<file path="src/rtl/instr_loader_pkg.sv">
// Shared definitions for the instruction loader and the decode side.
// - state_t     : loader FSM state encoding
// - BRANCH_BIT  : op1 bit that marks a branch-class instruction
// - REG_FIELD_W : width of each register slot in the encoded word
package instr_loader_pkg;

    typedef enum logic [1:0] {
        ST_IDLE   = 2'd0,
        ST_LOAD   = 2'd1,
        ST_FINISH = 2'd2
    } state_t;

    localparam int BRANCH_BIT  = 2;
    localparam int REG_FIELD_W = 4;

endpackage

</file>
<file path="src/rtl/instr_loader_encoder.sv">
// instr_encoder: purely combinational packing of one instruction field set.
// Layout (32-bit word, resized to INSTR_WIDTH):
//   [31:28] op1, [27:24] op2
//   branch     (op1[BRANCH_BIT]=1): [23:20] rs1, [19:16] rs2, [15:0] imm16
//   non-branch (op1[BRANCH_BIT]=0): [23:20] rd,  [19:16] rs1,
//                                   [15:0] imm16 if use_imm else {rs2, 12'b0}
// Ports: op1/op2 opcode nibbles, rd/rs1/rs2 register fields, imm16, use_imm,
//        instr encoded output.
module instr_encoder
    import instr_loader_pkg::*;
#(
    parameter int INSTR_WIDTH = 32,
    parameter int REG_WIDTH   = 4
)
(
    input  logic [3:0]             op1,
    input  logic [3:0]             op2,
    input  logic [REG_WIDTH-1:0]   rd,
    input  logic [REG_WIDTH-1:0]   rs1,
    input  logic [REG_WIDTH-1:0]   rs2,
    input  logic [15:0]            imm16,
    input  logic                   use_imm,
    output logic [INSTR_WIDTH-1:0] instr
);

    // Register slots in the word are fixed at four bits regardless of REG_WIDTH.
    logic [REG_FIELD_W-1:0] rd_f;
    logic [REG_FIELD_W-1:0] rs1_f;
    logic [REG_FIELD_W-1:0] rs2_f;
    logic [31:0]            word;

    assign rd_f  = REG_FIELD_W'(rd);
    assign rs1_f = REG_FIELD_W'(rs1);
    assign rs2_f = REG_FIELD_W'(rs2);

    always_comb begin
        word        = '0;
        word[31:28] = op1;
        word[27:24] = op2;
        if (op1[BRANCH_BIT]) begin
            word[23:20] = rs1_f;
            word[19:16] = rs2_f;
            word[15:0]  = imm16;
        end else begin
            word[23:20] = rd_f;
            word[19:16] = rs1_f;
            word[15:0]  = use_imm ? imm16 : {rs2_f, 12'b0};
        end
    end

    assign instr = INSTR_WIDTH'(word);

endmodule

</file>
<file path="src/rtl/instr_loader.sv">
// instr_loader: accepts instruction field sets over a valid/ready handshake
// during a load session and writes the encoded words into instruction memory
// at consecutive (wrapping) addresses, one cycle after each transfer.
// Ports:
//   clk, reset (async, active-high)
//   start, base_addr, max_count : session launch, sampled in IDLE
//   in_valid/in_ready, op1, op2, rd, rs1, rs2, imm16, use_imm, in_last : field input
//   imem_we, imem_addr, imem_wdata : registered memory write port
//   busy, done, word_count          : session status
module instr_loader
    import instr_loader_pkg::*;
#(
    parameter int INSTR_WIDTH = 32,
    parameter int REG_WIDTH   = 4,
    parameter int ADDR_WIDTH  = 10
)
(
    input  logic                   clk,
    input  logic                   reset,
    input  logic                   start,
    input  logic [ADDR_WIDTH-1:0]  base_addr,
    input  logic [ADDR_WIDTH-1:0]  max_count,
    input  logic                   in_valid,
    output logic                   in_ready,
    input  logic [3:0]             op1,
    input  logic [3:0]             op2,
    input  logic [REG_WIDTH-1:0]   rd,
    input  logic [REG_WIDTH-1:0]   rs1,
    input  logic [REG_WIDTH-1:0]   rs2,
    input  logic [15:0]            imm16,
    input  logic                   use_imm,
    input  logic                   in_last,
    output logic                   imem_we,
    output logic [ADDR_WIDTH-1:0]  imem_addr,
    output logic [INSTR_WIDTH-1:0] imem_wdata,
    output logic                   busy,
    output logic                   done,
    output logic [ADDR_WIDTH-1:0]  word_count
);

    localparam logic [ADDR_WIDTH-1:0] ONE = ADDR_WIDTH'(1);

    state_t                 state_reg;
    state_t                 state_next;
    logic [ADDR_WIDTH-1:0]  addr_reg;      // address for the next transfer
    logic [ADDR_WIDTH-1:0]  max_reg;
    logic [ADDR_WIDTH-1:0]  count_reg;
    logic [ADDR_WIDTH-1:0]  count_next_val;
    logic [ADDR_WIDTH-1:0]  waddr_reg;
    logic [INSTR_WIDTH-1:0] wdata_reg;
    logic [INSTR_WIDTH-1:0] enc_word;
    logic                   we_reg;
    logic                   xfer;
    logic                   start_ok;

    instr_encoder #(
        .INSTR_WIDTH (INSTR_WIDTH),
        .REG_WIDTH   (REG_WIDTH)
    ) u_encoder (
        .op1     (op1),
        .op2     (op2),
        .rd      (rd),
        .rs1     (rs1),
        .rs2     (rs2),
        .imm16   (imm16),
        .use_imm (use_imm),
        .instr   (enc_word)
    );

    assign count_next_val = count_reg + ONE;
    assign start_ok       = (state_reg == ST_IDLE) && start;

    // State register
    always_ff @(posedge clk or posedge reset) begin
        if (reset) begin
            state_reg <= ST_IDLE;
        end else begin
            state_reg <= state_next;
        end
    end

    // Next-state and handshake/status outputs
    always_comb begin
        state_next = state_reg;
        in_ready   = 1'b0;
        busy       = 1'b0;
        done       = 1'b0;
        xfer       = 1'b0;
        unique case (state_reg)
            ST_IDLE: begin
                if (start) begin
                    // A zero-length session completes without accepting anything.
                    state_next = (max_count == '0) ? ST_FINISH : ST_LOAD;
                end
            end
            ST_LOAD: begin
                in_ready = 1'b1;
                busy     = 1'b1;
                xfer     = in_valid;
                if (in_valid && (in_last || (count_next_val == max_reg))) begin
                    state_next = ST_FINISH;
                end
            end
            ST_FINISH: begin
                busy       = 1'b1;
                done       = 1'b1;
                state_next = ST_IDLE;
            end
            default: begin
                state_next = ST_IDLE;
            end
        endcase
    end

    // Session counters and the registered memory write port. Address and data
    // only change on a transfer, so they hold while imem_we is low.
    always_ff @(posedge clk or posedge reset) begin
        if (reset) begin
            addr_reg  <= '0;
            max_reg   <= '0;
            count_reg <= '0;
            waddr_reg <= '0;
            wdata_reg <= '0;
            we_reg    <= 1'b0;
        end else begin
            we_reg <= xfer;
            if (start_ok) begin
                addr_reg  <= base_addr;
                max_reg   <= max_count;
                count_reg <= '0;
            end
            if (xfer) begin
                waddr_reg <= addr_reg;
                wdata_reg <= enc_word;
                addr_reg  <= addr_reg + ONE;   // wraps naturally at all-ones
                count_reg <= count_next_val;
            end
        end
    end

    assign imem_we    = we_reg;
    assign imem_addr  = waddr_reg;
    assign imem_wdata = wdata_reg;
    assign word_count = count_reg;

endmodule

</file>
<file path="config.mk">
export PLATFORM = sky130hd
export DESIGN_NAME = instr_loader
export DESIGN_NICKNAME = d
export VERILOG_FILES = /design/src/rtl/instr_loader_pkg.sv /design/src/rtl/instr_loader_encoder.sv /design/src/rtl/instr_loader.sv
export SDC_FILE = /design/constraint.sdc
export NUM_CORES = 1
export LEC_CHECK = 0
export ABC_AREA = 1
export CORE_MARGIN = 4
export CORE_UTILIZATION = 50
export CTS_CLUSTER_SIZE = 40
export DETAILED_ROUTE_END_ITERATION = 12
export GPL_ROUTABILITY_DRIVEN = 0
export PLACE_DENSITY = 0.85
export SLEW_MARGIN = 30
export SYNTH_ARGS = -nofsm -noshare
export SYNTH_HDL_FRONTEND = slang
export SYNTH_SLANG_ARGS = --single-unit
</file>
<file path="constraint.sdc">
create_clock -name clk -period 7.3 [get_ports clk]
set_clock_uncertainty 0.05 [all_clocks]
set_input_delay 1.46 -clock clk [delete_from_list [all_inputs] [get_ports clk]]
set_output_delay 1.46 -clock clk [all_outputs]
set_load 0.03 [all_outputs]
</file>
Yosys cells after proc, flatten, opt, wreduce, memory -nomap -nowiden

Index checks and enable logic that the tools add are counted.

Output and inout port bits: 56
Logic and storage cells: 36
Register bits: 75

Add/sub/neg operators: 2
Multiplexer cells: 14
Reductions and logical operators: 8
Equality and inequality tests: 5

Operators by type and width:

| cell                                                                  | number |
|---|---|
| 10-bit 2-to-1 mux                                                     | 4 |
| 24-bit 2-to-1 mux                                                     | 1 |
| 10-bit by 1-bit adder with 10-bit output, second input constant       | 2 |
| 16-bit 2-to-1 mux                                                     | 1 |
| 10-bit equality test                                                  | 1 |
| 10-bit zero test                                                      | 1 |
| 2-bit 2-to-1 mux                                                      | 3 |
| 1-bit 2-to-1 mux                                                      | 4 |
| 2-bit != test, second input constant                                  | 2 |
| 2-bit one-hot mux with 2 select lines                                 | 1 |
| 2-bit by 1-bit equality test with 1-bit output, second input constant | 1 |
| 2-bit equality test, second input constant                            | 1 |
| 1-bit logical AND                                                     | 2 |
| 2-bit zero test                                                       | 1 |
| 2-bit AND reduction                                                   | 1 |
| 2-bit nonzero test                                                    | 1 |
| 2-bit OR reduction                                                    | 1 |
| 1-bit logical OR                                                      | 1 |

Logic depth before layout (Yosys ltp)

Depth in word-level cells: 6
Gate-level depth with buffers: 16
Mapped depth without buffers: 16

Hierarchy

From an unflattened synthesis, not the netlist that was laid out.

Cell total of the unflattened synthesis: 486
Area total of the unflattened synthesis: 3,793.6 µm²

By module, submodules not included:

| module        | area an instance (µm²) | instances | cells each |
|---|---|---|---|
| instr_loader  | 3,467.1                | 1         | 418 |
| instr_encoder | 326.6                  | 1         | 68 |

Worst setup path after synthesis

No wires, ideal clock.

Kind: input -> register
Start point: input port in_valid
End point: register count_reg[2] (netlist: word_count[2])
Buffers on the path: 2
Arrival time: 2.333 ns
Library setup time: 0.141 ns
Required time: 7.109 ns
Path slack: 4.777 ns
Stages on the path: 4
Path through: nand2_1 > clkbuf_1 > clkbuf_1 > o22ai_1

Cells in the longest elaborated chain, start to end: 2
Elaborated cells between the ends (all ways): 3
Those cells by class: 2 x mux; 1 x reduce/logical

Ends and longest elaborated chain:

| what                                                           | RTL line            | source |
|---|---|---|
| start: declaration                                             | instr_loader.sv:23  | `input logic in_valid,` |
| 1-bit 2-to-1 mux *                                             | instr_loader.sv:89  | `unique case (state_reg)` |
| 10-bit 2-to-1 mux / 2-bit nonzero test (equally long branches) | --                  |  |
| end signal: assignment                                         | instr_loader.sv:136 | `count_reg <= count_next_val;` |
| end: declaration                                               | instr_loader.sv:47  | `logic [ADDR_WIDTH-1:0] count_reg;` |

Mark *: on every way between the ends. The rest lies on a longest branch, timed or not.
A chain may end at the register's enable or synchronous reset.

Worst setup path after layout

Start point: input port in_valid
End point: register addr_reg[6]

Cells in the longest elaborated chain, start to end: 2
Elaborated cells between the ends (all ways): 3
Those cells by class: 2 x mux; 1 x reduce/logical

Ends and longest elaborated chain:

| what                                                           | RTL line            | source |
|---|---|---|
| 1-bit 2-to-1 mux *                                             | instr_loader.sv:89  |  |
| 10-bit 2-to-1 mux / 2-bit nonzero test (equally long branches) | --                  |  |
| end signal: assignment                                         | instr_loader.sv:128 | `addr_reg <= base_addr;` |
| end signal: assignment                                         | instr_loader.sv:135 | `addr_reg <= addr_reg + ONE;` |
| end: declaration                                               | instr_loader.sv:45  | `logic [ADDR_WIDTH-1:0] addr_reg;` |

Marks and branches as above.

==> results_tabular.tex <==
\begin{tabular}{lr}
\hline
Metric & Value \\
\hline
\multicolumn{2}{l}{\textbf{Run status}} \\
Status & completed \\
\multicolumn{2}{l}{\textbf{STA}} \\
Transition time at the pin with the least slew margin & roughly 0.88 ns \\
Final Hold Viols & 0 \\
Worst slew slack as a fraction of its limit & 41.5\% \\
Number of pins with negative max-slew slack in the final report & 0 \\
Tcrit/Tclk final & 51.5\% \\
Time the worst path needs with I/O delays and setup & approximately 3.8 ns \\
Setup repair after global routing missed its margin & false \\
Total negative slack & 0 ns \\
Top achievable clock speed & $\sim$270 MHz \\
Final Setup Violations & 0 \\
\multicolumn{2}{l}{\textbf{Clocking}} \\
Clock-pin slew on the worst setup and hold paths & roughly 0.080 ns \\
TritonCTS clock tree & built \\
Clock H-tree levels & 3 \\
Clock net sink count & between 70 and 80 \\
Number of setup buffers added after CTS & 0 \\
Clock latency of the later-clocked register in the worst-skew pair & 0.34 ns \\
Number of gates given a new drive strength after cts & 0 \\
\# hold bufs at CTS & 0 \\
CTS root buf & clkbuf\_8 \\
Inserted Clock Buffers & 9 \\
Max Buffers Root-to-Sink & 2 \\
\multicolumn{2}{l}{\textbf{Power and ir drop}} \\
Sequential group share of total power & 36.1\% \\
PD cells & between 300 and 400 nW/um\^{}2 \\
Final total power & just under 2000 uW \\
Total internal power & approximately 1100 uW \\
Portion of total power attributed to combinational logic & 48.1\% \\
Sw Share & a little over two fifths \\
Switching power total & about 840 uW \\
Static leakage & approximately 0.0023 uW \\
Relative contribution of the clock network to total power & between 10\% and 20\% \\
Worst IR Drop VDD & 0.214 mV \\
\multicolumn{2}{l}{\textbf{Layout}} \\
Fraction of final layout cells sized beyond drive strength 1 & between 5 and 6\% \\
Area delta synth->final & 40.2\% \\
Final cell count without fillers & roughly 660 \\
NumNets Final & between 600 and 700 \\
\# diodes & 0 \\
Largest register FFs & 32 \\
\multicolumn{2}{l}{\textbf{Detailed routing}} \\
Initial drt markers & roughly 240 \\
Drt pass-1 iters & 5 \\
Vias per std cell & about 5.2 \\
Detail-routed net length per standard cell & 14.3 um \\
Wire length reported by the detailed router & roughly 9.4 mm \\
Remaining DRCs & 0 \\
Vias & 3,416 \\
Number of routed nets with antenna violations & 0 \\
\multicolumn{2}{l}{\textbf{Setup path}} \\
Startpoint-to-endpoint class of the critical path & in2reg \\
Element type at the critical path start & primary input \\
Crit. End Element & flop \\
CP Data Arrival Time & 3.94 ns \\
Worst-path maximum fanout & 64 \\
CP Data Required Time & $\sim$7.5 ns \\
\multicolumn{2}{l}{\textbf{Logic synthesis}} \\
Post-synth top area cell & dfrtp\_1 \\
Seq cells post-synth & 75 \\
Post-synth cell types & 32 \\
Cell area after technology mapping & about 3600 sq um \\
Yosys warning count & 0 \\
Synth area leaders & dfrtp\_1 52\%, nand2\_1 15\%, o21ai\_0 5.3\% \\
Fraction of synthesis flops using an asynchronous set or reset pin & 100\% \\
Proportion of netlist area held by the largest area contributor & between 50\% and 60\% \\
Mean post-synth cell area & between 8 and 9 sq um \\
Net count after synthesis & approximately 500 \\
Fraction of the yosys area taken by sequential cells & 52.4\% \\
Dominant register cell in the synthesized netlist & dfrtp\_1 \\
Post-synthesis cell count & $\sim$440 \\
Number of synthesized flops with an enable pin & 0 \\
\multicolumn{2}{l}{\textbf{GRT}} \\
Antenna violations before repair & 0 \\
Remaining global-route overflow & 0 \\
Global-route wire length before repair & 15.5 mm \\
Vias in the first global route & roughly 3,500 \\
Pin count of the biggest net entering global routing & 76 \\
Global Route Usage Sum & 22.6\% \\
\multicolumn{2}{l}{\textbf{Placement}} \\
Half-perimeter wire length after detailed placement & around 6.7 mm \\
Instance count after placement with tap cells included & 640 \\
Port Buffers & 117 \\
\multicolumn{2}{l}{\textbf{Floorplanning}} \\
Die outline width & 92.6 um \\
Cell Rows & 30 \\
DIE HEIGHT & between 90 and 100 um \\
I/O pins & around 120 \\
Initial Utilization & 52.1\% \\
Area of the placeable core & a little under 7000 sq um \\
Total Die Area & about 8600 sq um \\
\multicolumn{2}{l}{\textbf{Job}} \\
Max Cap Violations & 0 \\
\multicolumn{2}{l}{\textbf{Hold path}} \\
Classification of the worst-slack hold path & reg2reg \\
\hline
\end{tabular}
==> per-layer routing <==
layer,vias up,part of all wire (%),GRT usage (%)
met5,-,0,0
met4,0,1.7,7.69
met3,19,9.4,6.74
met2,134,48,38.1
met1,1607,41,27.7
li1,1656,-,-
==> path summary, 6_finish.rpt <==
path / start / endpoint / slack [ns] / cells past startpoint
max: in_valid / addr_reg[6] / 3.54 / 9
min: imem_wdata[4] / imem_wdata[4] / 0.44 / 2
max reg2reg: state_reg[1] / addr_reg[6] / 4.44 / 10
min reg2reg: imem_wdata[4] / imem_wdata[4] / 0.44 / 2
max in group asynchronous: reset / imem_wdata[20] / 5.19 / 3
min in group asynchronous: reset / imem_wdata[25] / 1.57 / 3
==> stage by stage <==
step / worst slack (ns) / area, sq um / hold slack [ns] / utilization [%]
5_1_grt: 3.31 / 5020 / 0.463 / 73.1
6_report: 3.54 / 5020 / 0.436 / 73.1
3_5_place_dp: 3.18 / 4830 / 0.417 / 70.3
2_1_floorplan: 3.88 / 3580 / 0.416 / -
3_3_place_gp: 2.83 / 4820 / 0.414 / 70.2
4_1_cts: 3.55 / 5020 / 0.436 / 73.1
==> cell usage after synthesis (2+ instances only) <==
master	count
o21ai_0	38
nand2_1	147
nor2_4	2
nor3_1	7
o211ai_1	3
nand4_1	4
dfrtp_1	75
a21oi_1	23
ha_1	5
mux2_2	2
inv_1	34
nor2_1	32
buf_1	2
nor4_1	2
nand3b_1	3
clkbuf_1	12
xor2_1	2
nand3_2	2
buf_2	2
inv_2	2
nand2_2	5
o22ai_1	9
nand3_1	20
==> worst max-delay path, cell delays in order <==
cell	delay (ns)
clkdlybuf4s50_1	0.47
nand2_4	0.51
inv_2	0.54
nor2_1	0.47
inv_2	0.10
o21ai_0	0.15
o21ai_0	0.09
nand2_1	0.08
inv_1	0.04
==> cells in the final DEF, fill, tap and decap left out, types with 2 or more instances in the layout <==
cell and n:
a21oi_1 23, clkbuf_8 10, clkdlybuf4s50_1 117, clkinv_2 3
dfrtp_1 75, ha_1 5, inv_1 33, inv_2 3
mux2_2 2, nand2_1 146, nand2_2 5, nand3_1 20
nand3_2 2, nand3b_1 3, nand4_1 4, nor2_1 32
nor2_4 2, nor3_1 7, nor4_1 2, o211ai_1 3
o21ai_0 38, o22ai_1 9, xor2_1 2
==> power groups by stage <==
stage | combinational [uW] | clock [uW] | sequential [uW]
floorplan | 366 | 0 | 918
global placement | 925 | 0 | 711
finish | 952 | 312 | 715
CTS | 959 | 316 | 713
detailed placement | 958 | 0 | 714
global route | 1040 | 334 | 737
==> cell type report <==
class	instances	area [sq um]
inverter	37	139
timing repair buffer	118	1180
sequential	75	1880
tap	96	120
multi-input combinational	314	1510
fill	531	1850
clock inverter	5	52.6
clock buffer	11	141
==> kinds of logic after synthesis <==
group | count (synthesis) | share of synthesized area (%)
compound gates | 78 | 11.8
xor+xnor | 4 | 1.36
fa+ha+maj | 5 | 1.75
buf+inv | 53 | 5.62
flops | 75 | 52.4
mux | 2 | 0.629
simple gates | 225 | 26.4
No activity file was read; power rests on OpenSTA's default activity.
